$ cat config.mk
export PLATFORM = sky130hd
export DESIGN_NAME = fetch_sequencer_flat
export DESIGN_NICKNAME = d
export VERILOG_FILES = /design/src/rtl/fetch_sequencer_if.sv /design/src/rtl/fetch_sequencer.sv /design/src/flat_wrapper.sv
export SDC_FILE = /design/constraint.sdc
export NUM_CORES = 1
export LEC_CHECK = 0
export ABC_AREA = 1
export BUFFER_PORTS_ARGS = -buffer_cell sky130_fd_sc_hd__buf_2
export CAP_MARGIN = 20
export CORE_AREA = 10 10 68 84
export DETAILED_ROUTE_END_ITERATION = 8
export DIE_AREA = 0 0 78 94
export PLACE_DENSITY = 0.75
export SYNTH_ARGS = -nofsm -noshare
export SYNTH_HDL_FRONTEND = slang
export SYNTH_SLANG_ARGS = --single-unit
$ cat constraint.sdc
create_clock -name clk -period 2.6 [get_ports clk]
set_input_delay 0.39 -clock clk [delete_from_list [all_inputs] [get_ports clk]]
set_output_delay 0.39 -clock clk [all_outputs]
set_load 0.05 [all_outputs]
$ cat src/rtl/fetch_sequencer_if.sv
// fetch_sequencer_if
// Bundles the fetch controller's control, instruction-memory and decode-side
// signals so the sequencer and its environment connect through one port.
//
// Optional feature macro: FETCH_PERF_COUNT_EN adds retired_count and
// bubble_count to the bundle.
//
// Signals:
//   start          one-cycle pulse that begins fetching from RESET_PC
//   stall          hold PC and IR this cycle
//   redirect_valid branch/jump taken this cycle
//   redirect_addr  byte target of the redirect
//   instr_data     combinational big-endian word from memory at mem_addr
//   mem_addr       byte address into instruction memory (always equals pc)
//   pc_out         current PC register
//   ir             registered instruction for decode
//   ir_valid       ir holds a valid instruction this cycle
//   halted         high while in HALT
//   misalign_err   sticky: an odd redirect target was seen
//
// Modports:
//   master  the fetch sequencer's view
//   slave   the environment's view (CPU core and instruction memory)
interface fetch_sequencer_if;
    logic        start;
    logic        stall;
    logic        redirect_valid;
    logic [15:0] redirect_addr;
    logic [15:0] instr_data;
    logic [15:0] mem_addr;
    logic [15:0] pc_out;
    logic [15:0] ir;
    logic        ir_valid;
    logic        halted;
    logic        misalign_err;
`ifdef FETCH_PERF_COUNT_EN
    logic [15:0] retired_count;
    logic [15:0] bubble_count;

    modport master (
        input  start, stall, redirect_valid, redirect_addr, instr_data,
        output mem_addr, pc_out, ir, ir_valid, halted, misalign_err,
        output retired_count, bubble_count
    );

    modport slave (
        output start, stall, redirect_valid, redirect_addr, instr_data,
        input  mem_addr, pc_out, ir, ir_valid, halted, misalign_err,
        input  retired_count, bubble_count
    );
`else
    modport master (
        input  start, stall, redirect_valid, redirect_addr, instr_data,
        output mem_addr, pc_out, ir, ir_valid, halted, misalign_err
    );

    modport slave (
        output start, stall, redirect_valid, redirect_addr, instr_data,
        input  mem_addr, pc_out, ir, ir_valid, halted, misalign_err
    );
`endif
endinterface

$ cat src/rtl/fetch_sequencer.sv
// fetch_sequencer
// Program counter and fetch controller for the 16-bit single-cycle CPU.
// Drives the PC onto the instruction memory address, registers the returned
// word into the instruction register, and arbitrates redirect, stall and
// halt-word detection. The PC advances by PC_STEP and wraps modulo MEM_BYTES.
//
// Optional feature macro: FETCH_PERF_COUNT_EN adds saturating retired and
// bubble counters (retired_count, bubble_count on the interface).
//
// Ports:
//   clk    system clock, rising edge
//   reset  asynchronous, active-low reset
//   bus    fetch_sequencer_if.master (control inputs, memory bus, IR outputs)
module fetch_sequencer #(
    parameter logic [15:0] RESET_PC   = 16'h0000,
    parameter int unsigned PC_STEP    = 2,
    parameter int unsigned MEM_BYTES  = 256,
    parameter logic [15:0] HALT_INSTR = 16'hFFFF
) (
    input  logic              clk,
    input  logic              reset,
    fetch_sequencer_if.master bus
);

    // Masking with MEM_BYTES-1 keeps every PC bit above the memory range at 0.
    localparam logic [15:0] PC_MASK  = 16'(MEM_BYTES - 1);
    localparam logic [15:0] STEP     = 16'(PC_STEP);
    localparam logic [15:0] START_PC = RESET_PC & PC_MASK;

    typedef enum logic [1:0] {
        IDLE = 2'd0,
        RUN  = 2'd1,
        HALT = 2'd2
    } state_t;

    state_t      state_q, state_d;
    logic [15:0] pc_q, pc_d;
    logic [15:0] ir_q, ir_d;
    logic        ir_valid_q, ir_valid_d;
    logic        misalign_q, misalign_d;
`ifdef FETCH_PERF_COUNT_EN
    logic [15:0] retired_q, retired_d;
    logic [15:0] bubble_q, bubble_d;
`endif

    always_ff @(posedge clk or negedge reset) begin
        if (!reset) begin
            state_q    <= IDLE;
            pc_q       <= START_PC;
            ir_q       <= 16'h0000;
            ir_valid_q <= 1'b0;
            misalign_q <= 1'b0;
`ifdef FETCH_PERF_COUNT_EN
            retired_q  <= 16'h0000;
            bubble_q   <= 16'h0000;
`endif
        end else begin
            state_q    <= state_d;
            pc_q       <= pc_d;
            ir_q       <= ir_d;
            ir_valid_q <= ir_valid_d;
            misalign_q <= misalign_d;
`ifdef FETCH_PERF_COUNT_EN
            retired_q  <= retired_d;
            bubble_q   <= bubble_d;
`endif
        end
    end

    // In RUN the arbitration order is redirect, then stall, then halt-word
    // detection, then a normal fetch. A redirect still wins while stalled.
    always_comb begin
        state_d    = state_q;
        pc_d       = pc_q;
        ir_d       = ir_q;
        ir_valid_d = ir_valid_q;
        misalign_d = misalign_q;
`ifdef FETCH_PERF_COUNT_EN
        retired_d  = retired_q;
        bubble_d   = bubble_q;
`endif

        case (state_q)
            IDLE: begin
                if (bus.start) begin
                    state_d    = RUN;
                    pc_d       = START_PC;
                    ir_valid_d = 1'b0;
`ifdef FETCH_PERF_COUNT_EN
                    retired_d  = 16'h0000;
                    bubble_d   = 16'h0000;
`endif
                end
            end

            RUN: begin
                if (bus.redirect_valid) begin
                    ir_valid_d = 1'b0;
`ifdef FETCH_PERF_COUNT_EN
                    if (bubble_q != 16'hFFFF) begin
                        bubble_d = bubble_q + 16'd1;
                    end
`endif
                    // An odd target cannot hold a 16-bit instruction: flag
                    // it and stop, leaving the PC where it was.
                    if (bus.redirect_addr[0]) begin
                        misalign_d = 1'b1;
                        state_d    = HALT;
                    end else begin
                        pc_d = bus.redirect_addr & PC_MASK;
                    end
                end else if (bus.stall) begin
`ifdef FETCH_PERF_COUNT_EN
                    if (bubble_q != 16'hFFFF) begin
                        bubble_d = bubble_q + 16'd1;
                    end
`endif
                end else if (bus.instr_data == HALT_INSTR) begin
                    // PC stays on the halt word so software can see where it stopped.
                    state_d    = HALT;
                    ir_valid_d = 1'b0;
                end else begin
                    ir_d       = bus.instr_data;
                    ir_valid_d = 1'b1;
                    pc_d       = (pc_q + STEP) & PC_MASK;
`ifdef FETCH_PERF_COUNT_EN
                    if (retired_q != 16'hFFFF) begin
                        retired_d = retired_q + 16'd1;
                    end
`endif
                end
            end

            HALT: begin
                if (bus.start) begin
                    state_d    = RUN;
                    pc_d       = START_PC;
                    misalign_d = 1'b0;
                    ir_valid_d = 1'b0;
`ifdef FETCH_PERF_COUNT_EN
                    retired_d  = 16'h0000;
                    bubble_d   = 16'h0000;
`endif
                end
            end

            default: begin
                state_d    = IDLE;
                ir_valid_d = 1'b0;
            end
        endcase
    end

    assign bus.mem_addr     = pc_q;
    assign bus.pc_out       = pc_q;
    assign bus.ir           = ir_q;
    assign bus.ir_valid     = ir_valid_q;
    assign bus.halted       = (state_q == HALT);
    assign bus.misalign_err = misalign_q;
`ifdef FETCH_PERF_COUNT_EN
    assign bus.retired_count = retired_q;
    assign bus.bubble_count  = bubble_q;
`endif

endmodule

$ cat src/flat_wrapper.sv
// flat-port wrapper written by rule: the top's interface ports become plain ports
module fetch_sequencer_flat 
#(
    parameter logic [15:0] RESET_PC   = 16'h0000,
    parameter int unsigned PC_STEP    = 2,
    parameter int unsigned MEM_BYTES  = 256,
    parameter logic [15:0] HALT_INSTR = 16'hFFFF
)
  (clk, reset, bus_start, bus_stall, bus_redirect_valid, bus_redirect_addr, bus_instr_data, bus_mem_addr, bus_pc_out, bus_ir, bus_ir_valid, bus_halted, bus_misalign_err);
  fetch_sequencer_if bus_i ();
  input  logic clk;
  input  logic reset;
  input wire logic [$bits(bus_i.start)-1:0] bus_start;
  input wire logic [$bits(bus_i.stall)-1:0] bus_stall;
  input wire logic [$bits(bus_i.redirect_valid)-1:0] bus_redirect_valid;
  input wire logic [$bits(bus_i.redirect_addr)-1:0] bus_redirect_addr;
  input wire logic [$bits(bus_i.instr_data)-1:0] bus_instr_data;
  output wire logic [$bits(bus_i.mem_addr)-1:0] bus_mem_addr;
  output wire logic [$bits(bus_i.pc_out)-1:0] bus_pc_out;
  output wire logic [$bits(bus_i.ir)-1:0] bus_ir;
  output wire logic [$bits(bus_i.ir_valid)-1:0] bus_ir_valid;
  output wire logic [$bits(bus_i.halted)-1:0] bus_halted;
  output wire logic [$bits(bus_i.misalign_err)-1:0] bus_misalign_err;
  assign bus_i.start = bus_start;
  assign bus_i.stall = bus_stall;
  assign bus_i.redirect_valid = bus_redirect_valid;
  assign bus_i.redirect_addr = bus_redirect_addr;
  assign bus_i.instr_data = bus_instr_data;
  assign bus_mem_addr = bus_i.mem_addr;
  assign bus_pc_out = bus_i.pc_out;
  assign bus_ir = bus_i.ir;
  assign bus_ir_valid = bus_i.ir_valid;
  assign bus_halted = bus_i.halted;
  assign bus_misalign_err = bus_i.misalign_err;
  fetch_sequencer #(.RESET_PC(RESET_PC), .PC_STEP(PC_STEP), .MEM_BYTES(MEM_BYTES), .HALT_INSTR(HALT_INSTR)) u_core (.clk(clk), .reset(reset), .bus(bus_i));
endmodule
# Word-level counts from Yosys, hierarchy flattened
# Index checks and enable logic that the tools add are counted.
# word_totals
n_memories	0
elab_cells	50
output_inout_bits	51
in_bits	37
latchBits	0
rom_bits	0
ramBits	0
reg_bits	36
# op_classes
add_sub_neg	1
n_eq_ne	12
n_shift	0
n_lt_le_gt_ge	0
muxes	20
n_div	0
n_reduce_logical	9
n_bitwise	3
n_mul	0
# ops
cell	n
16-bit two-way mux	5
16-bit case mux with 2 select lines	1
16-bit == test (second input constant)	1
3-bit != test (second input constant)	4
4-bit AND reduction	3
2-bit two-way mux	5
8-bit by 2-bit adder with 8-bit output (second input constant)	1
1-bit two-way mux	6
2-bit != test (second input constant)	3
5-bit AND reduction	1
1-bit case mux with 2 select lines	2
2-bit case mux with 2 select lines	1
2-bit nonzero test	2
3-bit by 2-bit != test with 1-bit output (second input constant)	1
1-bit inverter	3
2-bit by 1-bit == test with 1-bit output (second input constant)	1
2-bit == test (second input constant)	1
2-bit zero test	1
2-bit by 1-bit != test with 1-bit output (second input constant)	1
2-bit AND reduction	1
2-bit OR reduction	1

# Depth between registers and ports, before layout
# Gate-level depths: netlist of run 1.
# depth
ltp_word	5
ltp_mapped	9
mapped_depth_nobuf	9

# Worst setup path after synthesis of run 1
# No wires, ideal clock.
# synth_path
path_type	register to register
startpoint	register u_core.pc_q[1], in the netlist u_core.bus.mem_addr[1]
endpoint	register u_core.pc_q[5], in the netlist u_core.bus.mem_addr[5]
t_arrival_ns	1.598
setup_ns	0.076
stages_incl_launch_ff	7
required_ns	2.524
path_buffers	0
setup_slack_ns	0.925
synth_period_minus_slack_ns	1.675
cell_sequence	dfrtp_1 -> ha_1 -> nand3_1 -> or2_2 -> nand3_1 -> nand2_1 -> o21ai_1
# synth_between
elab_chain_cells	5
# synth_rtl
element	line_no	rtl
start, declared	fetch_sequencer.sv:37	logic [15:0] pc_q, pc_d;
start signal, assigned	fetch_sequencer.sv:59	pc_q <= pc_d;
8-bit by 2-bit adder with 8-bit output	fetch_sequencer.sv:125	pc_d = (pc_q + STEP) & PC_MASK;
16-bit two-way mux	fetch_sequencer.sv:118	end else if (bus.instr_data == HALT_INSTR) begin
16-bit two-way mux	fetch_sequencer.sv:112	end else if (bus.stall) begin
16-bit two-way mux	fetch_sequencer.sv:97	if (bus.redirect_valid) begin
16-bit case mux with 2 select lines	fetch_sequencer.sv:83	case (state_q)
# Every way passes these cells. The select of a mux whose other input is x is not followed.
# A chain may end at the register's enable or synchronous reset.

# Final worst setup path of run 1
# layout_path
startpoint	register u_core.state_q[0]
endpoint	register u_core.ir_q[13], in the netlist u_core.bus.ir[13]
# layout_between
elab_chain_cells	2
# layout_rtl
element	line_no	rtl
start, declared	fetch_sequencer.sv:36	state_t state_q, state_d;
start signal, assigned	fetch_sequencer.sv:58	state_q <= state_d;
2-bit by 1-bit == test with 1-bit output	fetch_sequencer.sv:83	
4-bit AND reduction (no source line)	--	
end signal, assigned	fetch_sequencer.sv:60	ir_q <= ir_d;
end, declared	fetch_sequencer.sv:38	logic [15:0] ir_q, ir_d;
# Every way passes these cells.

==> run summary, run 1 <==
In this run the tool buffered the top-level ports with 61 buffer cells. Headroom to the max-slew limit came out at 58.83%. The flow ran to the end, and the final reports show no timing, DRC or antenna violations. The ratio of cells with drive above 1 in the final layout was 38.01%; the pin slew with the least headroom to its limit was 617.5 ps. Sink count of the clock tree: 27.

For the remaining antenna violation count after routing, the log shows 0. For the number of H-tree levels, the log shows 1. The run gives 220 as the number of instances in the synthesized netlist.

The total routed wirelength was 3865 um; the vertical die dimension was 94 um. For the count of unique library cells instantiated by Yosys, the log shows 27. The aggregate global-route resource usage came out at 10.33%. The die is 78 um wide. The total count of max-transition violations in the final report came out at 0.

0 antenna diodes ended up in the layout. In this run the cell area of the synthesized design comes to 1738 um2. The area share of and/or/nand/nor cells after synthesis works out to 27.65%. Of all nets on the critical path, the largest fanout is 33. The final number of hold-violating endpoints is 0, and the post-DP HPWL is 3082 um. The met3 routing resource usage after global routing came out at 5.268%. After the first detailed-routing iteration, the DRC count stood at 44.

After filler insertion, the fill cell instance count of the layout stands at 416. Nature of the critical path endpoint: a register. Final weighted congestion in routability-driven placement: 0.7744. The tools report the final setup violation count as 0. The most used flip-flop cell after synthesis is dfrtp_1. The met1 demand-to-capacity share in global routing was 11.94%; the clock skew was 3.684 ps. The period utilization was 65.88%. For the number of design rule violations left after detail routing, the log shows 0.

The critical path data arrival time was 1870 ps. The total area inside the core boundary comes to 4066 um2. The number of top-level pins was 88. The global-route wire length before repair is 6417 um, and the post-synthesis async set-or-reset flop share is 100.0%. In this run the cell area measured after placement is 1929 um2. Once the floorplan was initialized, standard cells occupied 42.74% of the core.

The number of buffers added for setup after CTS came out at 0. Setup repair after global routing left no endpoint under its margin. The mean area per synthesized cell is 7.900 um2. The tightest min-delay check is of the input port to asynchronous set/reset pin type. The number of maximum-capacitance constraint violations is 0. The critical path class was register to register. For the initial antenna violation count, the log shows 0. The leakage power figure came out at 1.120 nW. Data on the critical path is required at its endpoint by 2750 ps. The via count of the first global-routing pass was 1424. The tools report the vias after detailed routing as 1397. For this run, the top clock speed supported by timing is 583.8 MHz. After synthesis, flip-flops and latches occupy 38.88% of the total area.

The number of core rows was 26; the routed wire length per instance was 11.82 um. For this run, the post-layout net count is 310. The cell at the root of the clock tree was clkbuf_8. The mux contribution to synthesized area is 0%. Worst-case vdd ir drop: 0.4822 mV. Compared with the post-synthesis result, the final layout area differs by 13.61%. The main combinational cell family by area after synthesis is simple AND/OR/NAND/NOR gates. The number of register bits inferred by synthesis was 27.

The logs give 0 for the hold buffer count at cts and 7332 um2 for the die area. After routing the design area is 1974 um2. The final period demand of the worst path is 1713 ps, and the post-detailed-route via-to-cell ratio is 4.272. The number of buffers added by the clock tree synthesis step is 3. The pin count of the biggest net entering global routing is 34, and the number of warnings reported in the yosys synthesis log is 0. The register clock-pin slew on the reported worst setup and hold paths is 90 ps, and the post-cts sizing count is 0. At the later pin of the worst-skew pair, clock insertion delay measures 270 ps. The synthesized netlist devotes 0.7199% of its cell area to adder and majority cells.

Summing the areas of all compound-gate instances in the mapped netlist gives 11.52% of the synthesized area. The synthesized netlist devotes 0.5040% of its cell area to XOR and XNOR gates. The worst reg-to-reg path cell count is 5.

Global routing finished with a remaining overflow of 0. The number of enable flip-flop cells after synthesis is 0. Global routing used 16.69% of the available met2 tracks.

The iteration count of the initial detailed-routing pass is 5. In the final timing run, aggregate negative setup slack is 0 ps. The routing layer with the top usage in global route was met2.

The tools report the kind of start point of the critical path as a register. In this run the power density over the cells is 1304 nW/um2. No sink is reached through more buffers than the 2 on the longest clock path.

TritonCTS built the clock tree.
-- report_power, final --
| group | total (mW) | switching, mW | internal [mW] |
|---|---|---|---|
| Clock | 0.239 | 0.129 | 0.110 |
| Combinational | 1.58 | 1.20 | 0.377 |
| Sequential | 0.754 | 0.156 | 0.598 |
| Total | 2.57 | 1.49 | 1.08 |
-- worst max-delay path: stages, from the launching register on --
cell and delay, ps:
dfrtp_1 550, nand2_2 140, nor2_2 200, nand3_4 440
nand2_2 190, o21ai_2 60
-- cell usage after synthesis, types with 2 or more instances --
| cell | count | area share (%) |
|---|---|---|
| inv_1 | 27 | 5.8 |
| nand2_1 | 51 | 11 |
| nand4_1 | 2 | 0.72 |
| o21ai_1 | 9 | 2.6 |
| nor2_2 | 2 | 0.72 |
| nand2_2 | 14 | 5.0 |
| dfrtp_1 | 27 | 39 |
| or2_2 | 4 | 1.4 |
| nand3_1 | 11 | 3.2 |
| nor2_1 | 16 | 3.5 |
| buf_6 | 3 | 1.9 |
| buf_4 | 26 | 11 |
| o21ai_2 | 13 | 6.6 |
| inv_2 | 2 | 0.43 |
-- kinds of logic after synthesis --
kind of cell               after synthesis
AOI/OAI and AO/OA                       27
xor gates and xnor gates                 1
adders and majority gates                1
buffers and inverters                   60
DFF                                     27
other                                    1
and+or+nand+nor                        103
-- metrics by stage --
step                power [mW]  hold WS, ps  worst slack, ps  util [%]  std cells
CTS                      2.617        146.6            878.9     48.55        327
global route             2.765        157.0            714.1     48.55        327
finish                   2.574        123.7            887.1     48.55        327
global placement         2.346        455.9            790.5     47.45        323
detailed placement       2.369        451.8            769.5     47.45        323
floorplan                2.136        94.41            925.4         -        237
-- final timing paths --
| check | slack, ps | to | start |
|---|---|---|---|
| max | 890 | u_core.bus.ir[13] | u_core.state_q[0] |
| max reg2reg | 890 | u_core.bus.ir[13] | u_core.state_q[0] |
| min reg2reg | 490 | u_core.bus.ir[13] | u_core.bus.ir[13] |
| min | 120 | u_core.bus.mem_addr[4] | reset |
| max in group asynchronous | 2080 | u_core.bus.ir[4] | reset |
| min in group clk | 320 | u_core.bus.misalign_err | bus_start |
-- cell usage in the layout (no fill, tap or decap), types with 2 or more instances in the layout --
cell and count:
buf_2 61, clkbuf_8 3, conb_1 18, dfrtp_1 27, inv_1 27, inv_2 2
nand2_1 51, nand2_2 14, nand3_1 11, nand4_1 2, nor2_1 16, nor2_2 2
o21ai_1 9, o21ai_2 13, or2_2 4
-- flip-flops by register name, indices dropped and copies added (netlist names) --
| signal | flops |
|---|---|
| u_core.bus.misalign_err | 1 |
| u_core.bus.ir | 16 |
| u_core.bus.mem_addr | 7 |
| u_core.state_q | 2 |
| u_core.bus.ir_valid | 1 |
-- area by class of cell --
cell class	count	area, um2	area share, %
clock buffers	4	45.04	2.281
inverters	29	108.9	5.513
multi-input cells	150	769.5	38.97
flip-flops and latches	27	675.6	34.22
well taps	56	70.07	3.549
repair buffers	61	305.3	15.46
-- metal layers --
metal	up-vias	routed length [um]	part of all wire (%)
li1	734	-	-
met4	0	15	0.39
met2	52	1767	46
met5	-	0	0
met1	609	1631	42
met3	2	451	12
No activity file was read; power rests on OpenSTA's default activity.
==> run 2: changes to the inputs <==
==> constraint.sdc (replaced) <==
create_clock -name clk -period 1.6 [get_ports clk]
set_input_delay 0.24 -clock clk [delete_from_list [all_inputs] [get_ports clk]]
set_output_delay 0.24 -clock clk [all_outputs]
set_load 0.05 [all_outputs]
==> run summary, run 2 (synthesis results as in run 1) <==
Register clock-pin slew on the reported worst setup and hold paths: 100 ps (about the same). The critical path data arrival time came out at 1600 ps (-270 ps). For the aggregate global-route resource usage, the log shows 11.03% (+0.69 points). The number of H-tree levels was 1 (unchanged); the post-detailed-route via-to-cell ratio was 4.316 (+1.0%).

The run gives 0.9833 mV (+100%) as the worst-case vdd ir drop. Switching share of power: 57.40% (-0.45 points). The leakage power figure is 1.151 nW (+2.8%), and the total count of max-transition violations in the final report is 0 (unchanged).

The number of input and output port buffers inserted works out to 61 (unchanged). The tools report the initial antenna violation count as 0 (unchanged). For the worst-case clock buffer depth, the log shows 2 (unchanged).

The number of flip-flops under the largest register name works out to 16 (unchanged). TritonCTS built the clock tree. The clock insertion delay at the later pin of the skew report came out at 280 ps (about the same). X dimension of the die: 78 um (unchanged).

For the post-DP HPWL, the log shows 3232 um (+4.9%). For the final sum of negative setup slack, the log shows 0 ps (unchanged). Pin count of the biggest net entering global routing: 28 (-18%).

The run finished with clean final reports. The areal power density over the cells was 2104 nW/um2 (+61%); the highest net fanout along the worst path was 13 (-61%). The run gives 0 (unchanged) as the final number of hold-violating endpoints.

The die area came out at 7332 um2 (unchanged). The logs give 1433 (+2.6%) for the vias after detailed routing and 6748 um (+5.2%) for the global-route wire length before repair. Critical path class: register to register.

The number of filler cells placed in the layout is 418 (+0.48%), and the headroom to the max-slew limit is 57.59% (-1.2 points). The starting utilization of the core area was 42.74% (unchanged); the number of antenna cells inserted was 0 (unchanged). Setup repair after global routing left no endpoint under its margin. The hold buffer count at cts was 1 (+1).

The worst setup timing slack at the placement stage came out at 186.4 ps (-583.1 ps). The remaining antenna violation count after routing is 0 (unchanged). The cell-internal power came out at 1.834 mW (+69%). The tools report the cell at the root of the clock tree as clkbuf_8.

The worst setup path is launched from a register. The standard cell core area was 4066 um2 (unchanged); the clock network fraction of design power was 9.5% (+0.2 points). Fraction of power consumed by sequential logic: 28.0% (-1.3 points).

For the clock skew, the log shows 1.999 ps (-1.685 ps). The pin slew with the least headroom to its limit was 636.2 ps (+18.68 ps). Compared with the post-synthesis result, the final layout area differs by 17.71%. The final weighted congestion in routability-driven placement is 0.8043 (+3.9%), and the final setup violation count is 0 (unchanged).

The number of top-level pins was 88 (unchanged). The worst register-to-register path begins at u_core.state_q[1]. The startpoint identified for the worst hold timing path is bus_start. Number of buffers added by the clock tree synthesis step: 3 (unchanged).

For the switching component of the power, the log shows 2.471 mW (+66%). The tightest min-delay check is of the input port to register type. The vertical die dimension works out to 94 um (unchanged). The run gives 0 (unchanged) as the number of design rule violations left after detail routing.

The run gives 703.6 MHz (+21%) as the peak clock frequency supported by timing. The period utilization was 88.83% (+23 points); the final period demand of the worst path was 1421 ps (-291.6 ps). The run gives 26 (unchanged) as the number of core rows.

The tools report the post-cts sizing count as 0 (unchanged). Ratio of cells with drive above 1 in the final layout: 39.86% (+1.8 points). The run gives 0 (unchanged) as the number of maximum-capacitance constraint violations. For the final net count, the log shows 315 (+1.6%). Number of buffers added for setup after CTS: 0 (unchanged). The logs give 62.5% (+1.1 points) for the combinational cell fraction of total power and 1780 ps (-970 ps) for the data required time of the critical path.

Tracing the worst setup path back leads to its startpoint at u_core.state_q[1]. The leftover overflow at the end of global routing came out at 0 (unchanged). The tools report the DRC marker count from the first detailed-route iteration as 54 (+23%).

The worst setup slack after layout is 178.7 ps (-708.4 ps). The sink count of the clock tree is 27 (unchanged). The total routed wirelength was 4044 um (+4.6%); the via count of the first global-routing pass was 1564 (+9.8%). Most common library cell in the layout ignoring fill and taps: buf_2. The routed wire length per instance was 12.18 um (+3.1%). In the layout the commonest cells are buf_2 (61), nand2_1 (51), inv_1 (27). The iteration count of the initial detailed-routing pass is 2 (-3), and the overall power after layout is 4.305 mW (+67%). STA classifies the critical path endpoint as a register.
run 2: worst max-delay path: stages (launching register included):
cell	delay, ps
dfrtp_1	410
inv_1	90
nand2_2	90
nor2_2	190
nand3_4	220
buf_12	220
nand2_2	60
o21ai_2	50
run 2: per-layer routing:
layer	track usage [%]	up-vias	wire length, um
met5	0	-	0
met4	3.593	0	31
met3	5.651	4	488
met2	18.91	56	1852
met1	11.44	625	1672
li1	-	748	-
run 2: worst paths after layout:
check	cells after the start	slack [ps]	end
min in group asynchronous	2	510	u_core.bus.mem_addr[4]
worst min-delay path	2	150	u_core.bus.misalign_err
worst max register to register	7	180	u_core.bus.ir[3]
worst min register to register	2	490	u_core.bus.ir_valid
worst max-delay path	7	180	u_core.bus.ir[3]
max in group asynchronous	2	650	u_core.bus.mem_addr[2]
run 2: power groups by stage:
stage          Combinational, mW  Sequential, mW  Clock [mW]
3_3_place_gp                2.68            1.21           0
5_1_grt                     2.90            1.26       0.458
6_report                    2.69            1.21       0.408
2_1_floorplan               1.35            2.12           0
4_1_cts                     2.73            1.21       0.429
3_5_place_dp                2.72            1.22           0
run 2: layout make-up:
cell class | instances | area, um2 | area share [%]
inverters | 29 | 108.9 | 5.321
clock buffers | 3 | 41.29 | 2.018
well taps | 56 | 70.07 | 3.425
repair buffers | 66 | 370.4 | 18.10
multi-input cells | 150 | 769.5 | 37.61
flip-flops and latches | 27 | 678.2 | 33.15
clock inverters | 1 | 7.507 | 0.3670
run 2: through the flow:
stage | hold WS, ps | instances | util [%] | area (um2)
5_1_grt | 144.0 | 332 | 50.31 | 2046
3_3_place_gp | 302.2 | 327 | 48.86 | 1987
3_5_place_dp | 306.5 | 327 | 48.86 | 1987
4_1_cts | 144.3 | 332 | 50.31 | 2046
2_1_floorplan | -55.59 | 237 | - | 1804
6_report | 154.6 | 332 | 50.31 | 2046
